**config.mk**
```make
export PLATFORM = sky130hd
export DESIGN_NAME = alu_exec_unit
export DESIGN_NICKNAME = d
export VERILOG_FILES = /design/src/rtl/alu_pkg.sv /design/src/rtl/alu_shift_unit.sv /design/src/rtl/alu_exec_unit.sv
export SDC_FILE = /design/constraint.sdc
export NUM_CORES = 1
export LEC_CHECK = 0
export ABC_AREA = 1
export CAP_MARGIN = 15
export CORE_ASPECT_RATIO = 0.8
export CORE_MARGIN = 3
export CORE_UTILIZATION = 60
export CTS_CLUSTER_SIZE = 12
export DETAILED_ROUTE_END_ITERATION = 16
export PLACE_DENSITY = 0.91
export SYNTH_ARGS = -nofsm -noshare
export SYNTH_HDL_FRONTEND = slang
export SYNTH_SLANG_ARGS = --single-unit
```
**constraint.sdc**
```tcl
create_clock -name clk -period 3.5 [get_ports clk]
set_input_delay 0.7 -clock clk [delete_from_list [all_inputs] [get_ports clk]]
set_output_delay 0.7 -clock clk [all_outputs]
set_load 0.05 [all_outputs]
```
**src/rtl/alu_pkg.sv**
```systemverilog
// Shared types and helpers for the ALU execution unit.
// Build option ALU_BARREL_SHIFT_EN selects a single-cycle barrel shifter over the iterative one.
package alu_pkg;

    localparam int unsigned DEFAULT_DATA_WIDTH = 32;

    typedef enum logic [3:0] {
        ALU_AND    = 4'b0000,
        ALU_XOR    = 4'b0001,
        ALU_SUB    = 4'b0010,
        ALU_OR     = 4'b0011,
        ALU_ADD    = 4'b0100,
        ALU_GE     = 4'b0101,
        ALU_NE     = 4'b0110,
        ALU_SRA    = 4'b0111,
        ALU_BEQ    = 4'b1000,
        ALU_SLL    = 4'b1001,
        ALU_LUI    = 4'b1010,
        ALU_RSVD_B = 4'b1011,
        ALU_SRL    = 4'b1100,
        ALU_LT     = 4'b1101,
        ALU_SLT    = 4'b1110,
        ALU_RSVD_F = 4'b1111
    } alu_op_e;

    typedef enum logic [1:0] {
        IDLE,
        SHIFT,
        DONE
    } exec_state_e;

    function automatic logic is_shift(alu_op_e op);
        return (op == ALU_SLL) || (op == ALU_SRL) || (op == ALU_SRA);
    endfunction

endpackage

```
**src/rtl/alu_shift_unit.sv**
```systemverilog
// Shifter for SLL/SRL/SRA: iterative 1 bit/cycle by default, combinational barrel shifter
// when ALU_BARREL_SHIFT_EN is defined.
module alu_shift_unit
    import alu_pkg::*;
#(
    parameter int unsigned WIDTH = 32,
    localparam int unsigned SHAMT_W = $clog2(WIDTH)
) (
    input  logic               clk,
    input  logic               reset,
    input  logic               start,
    input  alu_op_e            op,
    input  logic [WIDTH-1:0]   operand,
    input  logic [SHAMT_W-1:0] shamt,
    output logic               done,
    output logic [WIDTH-1:0]   result
);

`ifdef ALU_BARREL_SHIFT_EN

    always_comb begin
        result = operand;
        case (op)
            ALU_SLL: result = operand << shamt;
            ALU_SRL: result = operand >> shamt;
            ALU_SRA: result = $signed(operand) >>> shamt;
            default: result = operand;
        endcase
    end

    assign done = start;

`else

    logic [WIDTH-1:0]   data_q;
    logic [WIDTH-1:0]   data_step;
    logic [SHAMT_W-1:0] count_q;
    alu_op_e            op_q;

    always_comb begin
        data_step = data_q;
        case (op_q)
            ALU_SLL: data_step = {data_q[WIDTH-2:0], 1'b0};
            ALU_SRL: data_step = {1'b0, data_q[WIDTH-1:1]};
            ALU_SRA: data_step = {data_q[WIDTH-1], data_q[WIDTH-1:1]};
            default: data_step = data_q;
        endcase
    end

    always_ff @(posedge clk or posedge reset) begin
        if (reset) begin
            data_q  <= '0;
            count_q <= '0;
            op_q    <= ALU_SLL;
        end else if (start) begin
            data_q  <= operand;
            count_q <= shamt;
            op_q    <= op;
        end else if (count_q != '0) begin
            data_q  <= data_step;
            count_q <= count_q - SHAMT_W'(1);
        end
    end

    // The final step is taken on the same edge the FSM captures the result.
    assign done   = (count_q == SHAMT_W'(1));
    assign result = data_step;

`endif

endmodule

```
**src/rtl/alu_exec_unit.sv**
```systemverilog
// ALU execution unit: valid/ready in, registered result + branch condition out.
// ALU_BARREL_SHIFT_EN makes shifts single-cycle; otherwise they iterate 1 bit/cycle.
module alu_exec_unit
    import alu_pkg::*;
#(
    parameter int unsigned DATA_WIDTH = alu_pkg::DEFAULT_DATA_WIDTH
) (
    input  logic                  clk,
    input  logic                  reset,
    input  logic                  in_valid,
    output logic                  in_ready,
    input  logic [3:0]            operation,
    input  logic [DATA_WIDTH-1:0] src_a,
    input  logic [DATA_WIDTH-1:0] src_b,
    output logic                  out_valid,
    input  logic                  out_ready,
    output logic [DATA_WIDTH-1:0] result,
    output logic                  cond
);

    localparam int unsigned SHAMT_W = $clog2(DATA_WIDTH);

    exec_state_e           state_q, state_d;
    logic [DATA_WIDTH-1:0] result_q, result_d;
    logic                  cond_q, cond_d;

    alu_op_e               op;
    logic [SHAMT_W-1:0]    shamt;
    logic                  accept;
    logic                  needs_shift;
    logic                  shift_start;
    logic                  shift_done;
    logic [DATA_WIDTH-1:0] shift_result;
    logic [DATA_WIDTH-1:0] imm_shift;
    logic [DATA_WIDTH-1:0] alu_result;
    logic                  alu_cond;
    logic [DATA_WIDTH-1:0] diff;
    logic                  lt_s;

    assign op     = alu_op_e'(operation);
    assign shamt  = src_b[SHAMT_W-1:0];
    assign accept = in_valid && in_ready;

`ifdef ALU_BARREL_SHIFT_EN
    assign needs_shift = 1'b0;
    assign shift_start = accept && is_shift(op);
    assign imm_shift   = shift_result;
`else
    // A zero shift amount completes like any other single-cycle op.
    assign needs_shift = is_shift(op) && (shamt != '0);
    assign shift_start = accept && needs_shift;
    assign imm_shift   = src_a;
`endif

    alu_shift_unit #(
        .WIDTH (DATA_WIDTH)
    ) u_shift (
        .clk     (clk),
        .reset   (reset),
        .start   (shift_start),
        .op      (op),
        .operand (src_a),
        .shamt   (shamt),
        .done    (shift_done),
        .result  (shift_result)
    );

    always_comb begin
        diff       = src_a - src_b;
        lt_s       = $signed(src_a) < $signed(src_b);
        alu_result = '0;
        alu_cond   = 1'b0;
        case (op)
            ALU_AND: alu_result = src_a & src_b;
            ALU_XOR: alu_result = src_a ^ src_b;
            ALU_SUB: alu_result = diff;
            ALU_OR:  alu_result = src_a | src_b;
            ALU_ADD: alu_result = src_a + src_b;
            ALU_GE: begin
                alu_result = diff;
                alu_cond   = !lt_s;
            end
            ALU_NE: begin
                alu_result = diff;
                alu_cond   = (src_a != src_b);
            end
            ALU_BEQ: begin
                alu_result = diff;
                alu_cond   = (src_a == src_b);
            end
            ALU_LT: begin
                alu_result = diff;
                alu_cond   = lt_s;
            end
            ALU_LUI: alu_result = src_b;
            ALU_SLT: alu_result = {{(DATA_WIDTH-1){1'b0}}, lt_s};
            ALU_SLL, ALU_SRL, ALU_SRA: alu_result = imm_shift;
            default: begin
                alu_result = '0;
                alu_cond   = 1'b0;
            end
        endcase
    end

    always_ff @(posedge clk or posedge reset) begin
        if (reset) begin
            state_q <= IDLE;
        end else begin
            state_q <= state_d;
        end
    end

    always_comb begin
        state_d = state_q;
        unique case (state_q)
            IDLE: begin
                if (accept) state_d = needs_shift ? SHIFT : DONE;
            end
            SHIFT: begin
                if (shift_done) state_d = DONE;
            end
            DONE: begin
                if (out_ready) begin
                    if (accept) state_d = needs_shift ? SHIFT : DONE;
                    else        state_d = IDLE;
                end
            end
            default: state_d = IDLE;
        endcase
    end

    always_comb begin
        in_ready  = (state_q == IDLE) || ((state_q == DONE) && out_ready);
        out_valid = (state_q == DONE);
        result    = result_q;
        cond      = cond_q;
    end

    always_comb begin
        result_d = result_q;
        cond_d   = cond_q;
        if (accept && !needs_shift) begin
            result_d = alu_result;
            cond_d   = alu_cond;
        end else if ((state_q == SHIFT) && shift_done) begin
            result_d = shift_result;
            cond_d   = 1'b0;
        end
    end

    always_ff @(posedge clk or posedge reset) begin
        if (reset) begin
            result_q <= '0;
            cond_q   <= 1'b0;
        end else begin
            result_q <= result_d;
            cond_q   <= cond_d;
        end
    end

endmodule

```
==> out/metrics.cfg <==
[finish]
drive_above_1_share_pct = 8.44
n_antenna_cell = 0
fin_util_pct = 72.1
areaGrowthSynthToFinish_pct = 17.4
finalNetCount = 2207

[route]
avgRoutedWirePerCell_um = 19.6
firstDrtPassIters = 6
antenna_left = 0
wirelength_mm = 44.7
num_vias = 13700
drt_iter0_drc = 2097
drc = 0
drt-vias-per-instance = 6.00

[yosys]
ys_async_sr_fraction_pct = 100
synthCells = 1892
ys_ff_latch = 76
synthFlopType = dfrtp_1
synth.distinct_cells = 48
synth.yosys.seq_area_share_pct = 17.0
synth_nets = 2077
avgSynthCellArea_sq_um = 5.91
synth-edff-count = 0
yosys_warnings = 0
synth_area_sq_um = 11200

[worst_setup_path]
critPathKind = in2reg
r2r-start = u_shift.op_q[0]$_DFFE_PP1P_
reg2reg_slack_ps = 740
cpPeakStageDelay_ps = 570
cp.arrival_ps = 3510
worst-path-max-fanout = 10
cp_data_required_time_ps = 3730
cpMostUsedCell = nand2_1
r2r_cells = 10
reg2reg_to = result[26]$_DFFE_PP0P_
endpoint_kind = register
startpoint_type = input port
path_cells = clkdlybuf4s50_1 > inv_1 > ha_1 > nor2_2 > nand2_1 > nor4_1 > buf_4 > nand4_1 > a21oi_1 > nand3_1 > nand2_1 > nand2_1
crit_slowest_cell = clkdlybuf4s50_1

[timing]
worst_pin_slew_ps = 766
drv_slew = 0
period_minus_slack_ps = 3280
rsz0062_at_grt = no
hold_viol = 0
tns_ps = 0
finClkSkew_ps = 14.6
setup_viol = 0
period_share_pct = 93.8
fmax_ghz = 0.305
maxSlewHeadroom_pct = 48.9

[min_path]
min_to = cond$_DFFE_PP0P_
hp-start = cond$_DFFE_PP0P_
worstHoldPathType = reg2reg
min_delay_path_depth = 2

[outcome]
outcome = finished clean

[placement]
dp_hpwl_mm = 34.5
gp_congestion = 1.07
port_buffers = 106

[die]
dieArea_sq_um = 20300
num_rows = 44
core-area_sq_um = 18200
die_y_um = 128
start_util_pct = 61.4
die-width_um = 159
ios = 107

[global_routing]
grt_max_degree = 55
grt_pass1_vias = 12700
grt_pass1_wl_mm = 68.2
gr-total-overflow = 0
antenna_found_initial = 0
track_usage_pct = 43.1

[cts]
ctsLongestPathBuffers = 2
root_buffer = clkbuf_16
postCtsHoldBufs = 0
ctsResizeCount = 0
cts-buffers-inserted = 9
cts.sinks = 76
worstSkewPairLatency_ps = 360
h-tree-depth = 3
post_cts_buffers = 0
cts_tree = yes
clk_pin_slew_ps = 60

[power_and_ir_drop]
ir_worst_vdd_mv = 0.703
pwr_density_cell_nw_per_um2 = 484
p_leak_uw = 0.00713

[flow_run]
cap_violations = 0

layer usage:
metal	GRT usage (%)	vias to the layer above	part of all wire [%]
li1	-	6309	-
met1	57.3	6145	39
met2	63.5	1014	41
met3	9.62	219	13
met4	26.2	0	7.0
met5	0	-	0
per-stage QoR:
| stage | std cells | total power [uW] | hold WS, ps | area, sq um | worst slack [ps] |
|---|---|---|---|---|---|
| final | 2280 | 6360 | 492 | 13100 | 216 |
| after global routing | 2280 | 6670 | 522 | 13100 | 125 |
| after CTS | 2280 | 6220 | 492 | 13100 | 316 |
| after detailed placement | 2264 | 5210 | 478 | 12800 | 72.0 |
| after global placement | 2264 | 5140 | 466 | 12800 | 87.9 |
| after floorplan | 1892 | 3940 | 467 | 11200 | 865 |
placed cells by master, fill, tap and decap left out, types with 3 or more instances in the layout:
cell | netlist | routed
nand2_1 | 565 | 565
inv_1 | 354 | 353
nor2_1 | 140 | 140
nand3_1 | 132 | 132
ha_1 | 111 | 111
clkdlybuf4s50_1 | 0 | 106
o21ai_0 | 95 | 95
a21oi_1 | 93 | 93
buf_4 | 10 | 84
dfrtp_1 | 74 | 74
a22oi_1 | 33 | 33
o22ai_1 | 29 | 29
nand4_1 | 23 | 23
o221ai_1 | 23 | 23
inv_2 | 16 | 17
nor3_1 | 17 | 17
o221ai_2 | 15 | 15
nor2_2 | 14 | 14
o21ai_1 | 12 | 12
nand2_2 | 9 | 9
clkbuf_16 | 0 | 9
a211o_1 | 8 | 8
o211ai_1 | 6 | 6
o21bai_1 | 5 | 5
nor4_1 | 4 | 4
nand3b_1 | 4 | 4
buf_12 | 0 | 4
nor3_2 | 3 | 3
a221oi_1 | 3 | 3
xor2_1 | 3 | 3
o2111ai_1 | 3 | 3
cell families after synthesis:
| group | Yosys count | synth area share [%] |
|---|---|---|
| fa+ha+maj | 113 | 12.8 |
| compound gates | 334 | 19.1 |
| buf+inv | 446 | 16.4 |
| flops | 76 | 17.0 |
| simple gates | 920 | 34.4 |
| xor+xnor | 3 | 0.235 |
final cells by class:
type | instances | area, sq um
Inverter | 371 | 1390
Multi-Input combinational cell | 1370 | 7440
Clock buffer | 10 | 239
Clock inverter | 6 | 68.8
Fill cell | 1611 | 5090
Sequential cell | 76 | 1900
Timing Repair Buffer | 194 | 1770
Tap cell | 253 | 317
critical path, delay by kind of cell:
family                     cells  cell delay (ps)
adders and majority gates      1              440
AOI/OAI and AO/OA              1              230
buffers and inverters          3              850
and+or+nand+nor                7             1280
registers in the layout, indices dropped and copies added (netlist names):
register,count
result,32
u_shift.data_q,32
u_shift.count_q,5
u_shift.op_q,4
state_q,2
cond,1
worst max path at each step:
stage | slack [ps] | end | cells after the start | from
after global routing | 130 | cond$_DFFE_PP0P_ | 12 | src_a[7]
after detailed placement | 70 | result[12]$_DFFE_PP0P_ | 15 | src_b[0]
after global placement | 90 | cond$_DFFE_PP0P_ | 16 | src_a[15]
final | 220 | cond$_DFFE_PP0P_ | 12 | src_a[7]
after floorplan | 860 | cond$_DFFE_PP0P_ | 1 | reset
after CTS | 320 | cond$_DFFE_PP0P_ | 12 | src_a[7]
cells in the mapped netlist (2+ instances only):
library cell / instances / area (sq um)
nor4_1: 4 / 25.0
nor3_2: 3 / 30.0
fa_1: 2 / 40.0
nor3_1: 17 / 85.1
a211o_1: 8 / 70.1
inv_1: 354 / 1330
buf_6: 10 / 113
o21ai_0: 95 / 475
and2_1: 2 / 12.5
o221ai_1: 23 / 201
nand3_4: 2 / 35.0
o2111ai_1: 3 / 26.3
nand2_2: 9 / 56.3
o211ai_1: 6 / 45.0
a221oi_1: 3 / 26.3
o221ai_2: 15 / 225
buf_4: 10 / 75.1
a21oi_1: 93 / 465
o21ai_1: 12 / 60.1
nand4_1: 23 / 144
buf_2: 42 / 210
xor2_1: 3 / 26.3
nor2_2: 14 / 87.6
dfrtp_1: 74 / 1850
o22ai_1: 29 / 181
nand2_1: 565 / 2120
nand3_1: 132 / 661
clkbuf_1: 13 / 48.8
o21bai_1: 5 / 37.5
o21a_1: 2 / 15.0
a22oi_1: 33 / 248
nor2_1: 140 / 526
inv_2: 16 / 60.1
nand3b_1: 4 / 30.0
ha_1: 111 / 1390
and3_1: 2 / 12.5
dfstp_2: 2 / 52.6
power breakdown:
part	total (uW)	switching, uW	leakage (uW)	internal (uW)
clock network	1010	427	0.000149	578
logic	3790	2550	0.00604	1240
registers	1570	315	0.000939	1250
(Power assumes the default switching activity.)
